===== src/rtl/vga_pattern_gen.sv =====
// vga_pattern_gen: VGA sync/timing generator with selectable test patterns
// (LFSR noise, colour bars, checkerboard, gradient). All outputs registered,
// one cycle after the counter state they describe.
// Optional build macro VGA_PATTERN_SCROLL_EN adds an 8-bit frame counter that
// scrolls the checkerboard and gradient one pixel per frame.
module vga_pattern_gen #(
  parameter int          H_ACTIVE = 640,
  parameter int          H_FP     = 16,
  parameter int          H_SYNC   = 96,
  parameter int          H_BP     = 48,
  parameter int          V_ACTIVE = 480,
  parameter int          V_FP     = 10,
  parameter int          V_SYNC   = 2,
  parameter int          V_BP     = 33,
  parameter bit          SYNC_POL = 1'b0,
  parameter int          R_W      = 3,
  parameter int          G_W      = 3,
  parameter int          B_W      = 2,
  parameter logic [15:0] SEED_R   = 16'hACE1,
  parameter logic [15:0] SEED_G   = 16'h1D2B,
  parameter logic [15:0] SEED_B   = 16'h5A5A
) (
  input  logic           PIXEL_CLK,
  input  logic           RST_N,
  input  logic           EN,
  input  logic [1:0]     MODE,
  output logic [12:0]    locX,
  output logic [12:0]    locY,
  output logic           in_image,
  output logic           sync_h,
  output logic           sync_v,
  output logic           frame_start,
  output logic [R_W-1:0] vgaRed,
  output logic [G_W-1:0] vgaGreen,
  output logic [B_W-1:0] vgaBlue
);

  localparam int H_TOTAL = H_ACTIVE + H_FP + H_SYNC + H_BP;
  localparam int V_TOTAL = V_ACTIVE + V_FP + V_SYNC + V_BP;
  localparam logic [12:0] H_ACT_C  = 13'(H_ACTIVE);
  localparam logic [12:0] V_ACT_C  = 13'(V_ACTIVE);
  localparam logic [12:0] H_LAST_C = 13'(H_TOTAL - 1);
  localparam logic [12:0] V_LAST_C = 13'(V_TOTAL - 1);
  localparam logic [12:0] HS_BEG_C = 13'(H_ACTIVE + H_FP);
  localparam logic [12:0] HS_END_C = 13'(H_ACTIVE + H_FP + H_SYNC);
  localparam logic [12:0] VS_BEG_C = 13'(V_ACTIVE + V_FP);
  localparam logic [12:0] VS_END_C = 13'(V_ACTIVE + V_FP + V_SYNC);
  localparam logic [12:0] BAR_END_C = 13'(H_ACTIVE / 8 - 1);

  // Galois LFSR, x^16+x^14+x^13+x^11+1, shifting toward bit 0
  function automatic logic [15:0] lfsr_next(input logic [15:0] s);
    return {1'b0, s[15:1]} ^ (s[0] ? 16'hB400 : 16'h0000);
  endfunction

  // bar index stops at the last bar so remainder pixels stay in bar 7
  function automatic logic [2:0] sat_inc3(input logic [2:0] x);
    return (x == 3'd7) ? x : x + 3'd1;
  endfunction

  logic [12:0]    h_cnt_q, h_cnt_d, v_cnt_q, v_cnt_d, hx;
  logic [1:0]     mode_q, mode_d, mode_eff;
  logic [2:0]     bar_idx_q, bar_idx_d, bar_c;
  logic [12:0]    bar_px_q, bar_px_d;
  logic [15:0]    lfsr_r_q, lfsr_r_d, lfsr_g_q, lfsr_g_d, lfsr_b_q, lfsr_b_d;
  logic           h_last, v_last, frame_top, active, square;
  logic [12:0]    loc_x_q, loc_x_d, loc_y_q, loc_y_d;
  logic           in_image_q, in_image_d, sync_h_q, sync_h_d, sync_v_q, sync_v_d;
  logic           frame_start_q, frame_start_d;
  logic [R_W-1:0] red_q, red_d;
  logic [G_W-1:0] green_q, green_d;
  logic [B_W-1:0] blue_q, blue_d;
`ifdef VGA_PATTERN_SCROLL_EN
  logic [7:0]     frame_cnt_q, frame_cnt_d;
`endif

  // raster counters, frame-latched mode, bar tracking and LFSR advance
  always_comb begin
    h_last    = (h_cnt_q == H_LAST_C);
    v_last    = (v_cnt_q == V_LAST_C);
    h_cnt_d   = h_last ? 13'd0 : h_cnt_q + 13'd1;
    v_cnt_d   = v_cnt_q;
    if (h_last) v_cnt_d = v_last ? 13'd0 : v_cnt_q + 13'd1;
    frame_top = (h_cnt_q == 13'd0) && (v_cnt_q == 13'd0);
    // the first pixel of a frame already uses the freshly sampled mode
    mode_eff  = frame_top ? MODE : mode_q;
    mode_d    = mode_eff;
    bar_idx_d = bar_idx_q;
    bar_px_d  = bar_px_q;
    if (h_last) begin
      bar_idx_d = 3'd0;
      bar_px_d  = 13'd0;
    end else if (h_cnt_q < H_ACT_C) begin
      if (bar_px_q == BAR_END_C) begin
        bar_px_d  = 13'd0;
        bar_idx_d = sat_inc3(bar_idx_q);
      end else begin
        bar_px_d  = bar_px_q + 13'd1;
      end
    end
    lfsr_r_d = lfsr_next(lfsr_r_q);
    lfsr_g_d = lfsr_next(lfsr_g_q);
    lfsr_b_d = lfsr_next(lfsr_b_q);
`ifdef VGA_PATTERN_SCROLL_EN
    frame_cnt_d = (h_last && v_last) ? frame_cnt_q + 8'd1 : frame_cnt_q;
    hx          = h_cnt_q + {5'd0, frame_cnt_q};
`else
    hx          = h_cnt_q;
`endif
  end

  // pattern selection and next values of the registered outputs
  always_comb begin
    active   = (h_cnt_q < H_ACT_C) && (v_cnt_q < V_ACT_C);
    bar_c    = 3'd7 - bar_idx_q;
    square   = hx[5] ^ v_cnt_q[5];
    red_d    = '0;
    green_d  = '0;
    blue_d   = '0;
    case (mode_eff)
      2'd0: begin
        red_d   = lfsr_r_q[R_W-1:0];
        green_d = lfsr_g_q[G_W-1:0];
        blue_d  = lfsr_b_q[B_W-1:0];
      end
      2'd1: begin
        red_d   = {R_W{bar_c[2]}};
        green_d = {G_W{bar_c[1]}};
        blue_d  = {B_W{bar_c[0]}};
      end
      2'd2: begin
        red_d   = {R_W{square}};
        green_d = {G_W{square}};
        blue_d  = {B_W{square}};
      end
      default: begin
        red_d   = R_W'(hx >> 5);
        green_d = G_W'(v_cnt_q >> 5);
        blue_d  = B_W'((hx + v_cnt_q) >> 6);
      end
    endcase
    if (!(active && EN)) begin
      red_d   = '0;
      green_d = '0;
      blue_d  = '0;
    end
    loc_x_d       = h_cnt_q;
    loc_y_d       = v_cnt_q;
    in_image_d    = active;
    sync_h_d      = ((h_cnt_q >= HS_BEG_C) && (h_cnt_q < HS_END_C)) ? SYNC_POL : ~SYNC_POL;
    sync_v_d      = ((v_cnt_q >= VS_BEG_C) && (v_cnt_q < VS_END_C)) ? SYNC_POL : ~SYNC_POL;
    frame_start_d = frame_top;
  end

  // state and output registers; reset restarts the raster at (0,0)
  always_ff @(posedge PIXEL_CLK or negedge RST_N) begin
    if (!RST_N) begin
      h_cnt_q       <= '0;
      v_cnt_q       <= '0;
      mode_q        <= '0;
      bar_idx_q     <= '0;
      bar_px_q      <= '0;
      lfsr_r_q      <= SEED_R;
      lfsr_g_q      <= SEED_G;
      lfsr_b_q      <= SEED_B;
      loc_x_q       <= '0;
      loc_y_q       <= '0;
      in_image_q    <= 1'b0;
      sync_h_q      <= ~SYNC_POL;
      sync_v_q      <= ~SYNC_POL;
      frame_start_q <= 1'b0;
      red_q         <= '0;
      green_q       <= '0;
      blue_q        <= '0;
`ifdef VGA_PATTERN_SCROLL_EN
      frame_cnt_q   <= '0;
`endif
    end else begin
      h_cnt_q       <= h_cnt_d;
      v_cnt_q       <= v_cnt_d;
      mode_q        <= mode_d;
      bar_idx_q     <= bar_idx_d;
      bar_px_q      <= bar_px_d;
      lfsr_r_q      <= lfsr_r_d;
      lfsr_g_q      <= lfsr_g_d;
      lfsr_b_q      <= lfsr_b_d;
      loc_x_q       <= loc_x_d;
      loc_y_q       <= loc_y_d;
      in_image_q    <= in_image_d;
      sync_h_q      <= sync_h_d;
      sync_v_q      <= sync_v_d;
      frame_start_q <= frame_start_d;
      red_q         <= red_d;
      green_q       <= green_d;
      blue_q        <= blue_d;
`ifdef VGA_PATTERN_SCROLL_EN
      frame_cnt_q   <= frame_cnt_d;
`endif
    end
  end

  assign locX        = loc_x_q;
  assign locY        = loc_y_q;
  assign in_image    = in_image_q;
  assign sync_h      = sync_h_q;
  assign sync_v      = sync_v_q;
  assign frame_start = frame_start_q;
  assign vgaRed      = red_q;
  assign vgaGreen    = green_q;
  assign vgaBlue     = blue_q;

endmodule

===== config.mk =====
export PLATFORM = sky130hd
export DESIGN_NAME = vga_pattern_gen
export DESIGN_NICKNAME = d
export VERILOG_FILES = /design/src/rtl/vga_pattern_gen.sv
export SDC_FILE = /design/constraint.sdc
export NUM_CORES = 1
export LEC_CHECK = 0
export BUFFER_PORTS_ARGS = -buffer_cell sky130_fd_sc_hd__buf_2
export CAP_MARGIN = 20
export CORE_AREA = 2 2 174 91
export DETAILED_ROUTE_END_ITERATION = 10
export DIE_AREA = 0 0 176 93
export GPL_TIMING_DRIVEN = 0
export PLACE_DENSITY = 0.55
export SETUP_SLACK_MARGIN = 0.1
export SLEW_MARGIN = 20
export SYNTH_ARGS = -nofsm -noshare
export SYNTH_HDL_FRONTEND = slang
export SYNTH_SLANG_ARGS = --single-unit

===== constraint.sdc =====
create_clock -name PIXEL_CLK -period 3 [get_ports PIXEL_CLK]
set_input_delay 0.45 -clock PIXEL_CLK [delete_from_list [all_inputs] [get_ports PIXEL_CLK]]
set_output_delay 0.45 -clock PIXEL_CLK [all_outputs]
set_load 0.02 [all_outputs]

==> impl_metrics.csv <==
group,metric,value,unit
outcome,status,"completed",
power_and_ir_drop,ir_worst_vdd,0.498,mV
clock_network,cts-htree-levels,4,
clock_network,cts.sinks,130,
yosys,synth_edf_count,0,
critical_path,endpoint_kind,"flip-flop",
critical_path,crit_fanout,6,
sta,fmax,0.358,GHz
floorplan,floorplan.initialDensity,33.0,%
placement,place_ws,0.00748,ns
layout,antenna_cells,0,
yosys,synth_cell_types,44,
route,remaining_drc_errors,0,
sta,rsz0062_at_grt,"false",
clock_network,cts-root-buf,"clkbuf_16",
layout,layout-drive-gt1-share,25.3,%
sta,drv_slew,0,
grt,overflow,0,
placement,port_buffers,42,
critical_path,rrSetupSlack,0.21,ns
layout,nets,472,
sta,relSlewSlack,46.6,%
yosys,yosysWarnings,0,
floorplan,die_w,176,um
flow_run,max_cap_violations,0,
route,wl_per_cell,15.7,um
layout,final.fill_count,1389,
yosys,netlist_instances,388,
sta,fin_crit_sh,93.1,%
floorplan,ios,43,
route,drtIter0Drc,267,
clock_network,clk_path_buf_depth,2,
critical_path,required,3.26,ns
grt,grt_pass1_vias,3070,
floorplan,die_h,93,um
yosys,synthMostInstantiatedCell,"dfrtp_1",
critical_path,worstSetupPathType,"reg2reg",
yosys,ys_top_cells_by_area,"dfrtp_1 (53%), dfstp_2 (14%), ha_1 (3.3%)",
floorplan,core-area,0.0149,mm2
yosys,yosys.area.top_type,"dfrtp_1",
critical_path,arrival,3.06,ns
placement,gp_congestion,0.809,
worst_hold_path,hold_path.class,"reg2reg",
sta,finalSetupViolCount,0,
yosys,ys.flop_type,"dfrtp_1",
sta,timing.final.ws_setup,0.208,ns
route,drt_first_pass_iters,5,
sta,fin_crit,2.79,ns
layout,layout.area.seq,0.00329,mm2
yosys,ys_seq_elements,130,
sta,skew,0.00790,ns
floorplan,die_area,0.0164,mm2
sta,finalHoldViolCount,0,
route,routed_wl,10600,um
clock_network,cts_tree,"yes",
layout,fin_util,41.0,%
layout,area_delta_synth_final,24.4,%
placement,dp_hpwl,7290,um
grt,grt_usage,14.4,%
power_and_ir_drop,p_leak,2.91,nW
sta,tightest_slew,0.794,ns
yosys,netlist_top_cells_count,"dfrtp_1 (104), nand2_1 (28), dfstp_2 (26)",
grt,grt_start_max_net_pins,52,
critical_path,worstSetupStartpointType,"flip-flop",
yosys,syn_area,0.00492,mm2
yosys,postSynthAreaPerCell,12.7,um2
route,vias,3196,
yosys,async_reset_ff_share,100,%
route,routed_via_density,4.76,
yosys,yosys.area.top_type_share,52.9,%
floorplan,num_rows,32,
grt,grt_pass1_wl,17500,um
layout,multi_input_area,0.00160,mm2
power_and_ir_drop,cellPowerDensity,657,mW/mm2
route,postRouteAntennaNets,0,
yosys,syn_nets,406,
clock_network,cts_buffers,17,
clock_network,insertion_delay,0.41,ns
yosys,ys_seq_area_share,66.8,%
grt,antenna_found_initial,0,
clock_network,clk_pin_slew,0.06,ns
## worst paths after layout
path | from | endpoint | depth (start not counted)
min in group asynchronous | RST_N | vgaBlue[0]$_DFF_PN0_ | 2
worst min-delay path | lfsr_b_q[2]$_DFF_PN0_ | lfsr_b_q[1]$_DFF_PN1_ | 0
worst max-delay path | loc_y_d[9]$_DFFE_PN0N_ | vgaRed[2]$_DFF_PN0_ | 6
max in group asynchronous | RST_N | lfsr_b_q[9]$_DFF_PN1_ | 4
worst min register to register | lfsr_b_q[2]$_DFF_PN0_ | lfsr_b_q[1]$_DFF_PN1_ | 0
worst max register to register | loc_y_d[9]$_DFFE_PN0N_ | vgaRed[2]$_DFF_PN0_ | 6
## stage by stage
| stage | area (um2) | hold slack, ns | power, W | instances | setup TNS, ns |
|---|---|---|---|---|---|
| final | 6120 | 0.348 | 0.00402 | 671 | 0 |
| after global routing | 6120 | 0.360 | 0.00418 | 671 | 0 |
| after CTS | 6080 | 0.352 | 0.00407 | 669 | 0 |
| after detailed placement | 5440 | 0.337 | 0.00189 | 636 | 0 |
| after global placement | 5390 | 0.333 | 0.00188 | 634 | -10.86 |
| after floorplan | 4920 | 0.154 | 0.00183 | 388 | 0 |
## kinds of logic (layout without fill, tap and decap cells)
logic type	count (synthesis)	count (layout)	share of synthesized area [%]
mux	5	5	1.02
flops	130	130	66.8
buf+inv	18	97	1.37
simple gates	135	135	14.5
xor+xnor	33	33	5.87
compound gates	54	54	7.14
fa+ha+maj	13	13	3.30
## final cells by class
class                   count  area share (%)
clock inverters            15            3.23
plain buffers               3           0.184
well taps                 204            4.17
clock buffers              17            6.95
inverters                  15           0.919
flip-flops and latches    130            53.7
multi-input cells         240            26.2
repair buffers             47            4.72
## cell usage in the layout (no fill, tap or decap), types with 6 or more instances in the layout
master     netlist  final
buf_2            0     41
o21ai_1          6      6
clkbuf_16        0     17
and3_1          12     12
nand2_1         28     28
dfrtp_1        104    104
nand2b_1         8      8
a221oi_1         7      6
xor2_1          17     17
dfstp_2         26     26
nor3_1          12     11
ha_1            13     13
nor2_1          23     22
nand4_1          7      7
inv_1           14     14
a21oi_1          6      6
xnor2_1         16     16
o21ai_0         19     19
nand3_1         18     18
## sequential cells by signal, summed over array words and instances, names as in the netlist
name,count
bar_idx_q,3
bar_px_q,13
frame_start,1
h_cnt_q,13
in_image,1
lfsr_b_q,16
lfsr_g_q,16
lfsr_r_q,16
locX,13
locY,13
loc_y_d,13
mode_q,2
sync_h,1
sync_v,1
vgaBlue,2
vgaGreen,3
vgaRed,3
## worst max-delay path, cell delays in order (launching register included)
cell	delay (ns)
dfrtp_1	0.46
or4_4	0.60
or2_4	0.28
nor3_2	0.38
mux2i_2	0.38
o2bb2ai_2	0.13
a221oi_1	0.41
## power by group
| part | switching, W | internal, W |
|---|---|---|
| logic | 0.0000649 | 0.0000256 |
| registers | 0.00000324 | 0.00176 |
| clock network | 0.000828 | 0.00133 |
| total | 0.000896 | 0.00312 |
## what timing repair did
item | in CTS | in global routing
setup buffers | 0 | 2
hold buffers | 1 | 0
resized for setup | 2 | 5
pin swaps | 0 | 1
endpoints found under the hold margin | 24 | 0
setup endpoints to repair | 4 | 10
## metal layers
layer | global-route usage [%] | up-vias | wire, um | part of all wire, %
li1 | - | 1492 | - | -
met1 | 23.9 | 1590 | 6020 | 57
met2 | 16.8 | 103 | 3750 | 35
met3 | 4.63 | 11 | 681 | 6.4
met4 | 4.13 | 0 | 113 | 1.1
met5 | 0 | - | 0 | 0
Note: power is estimated with default switching activity, not from simulation.
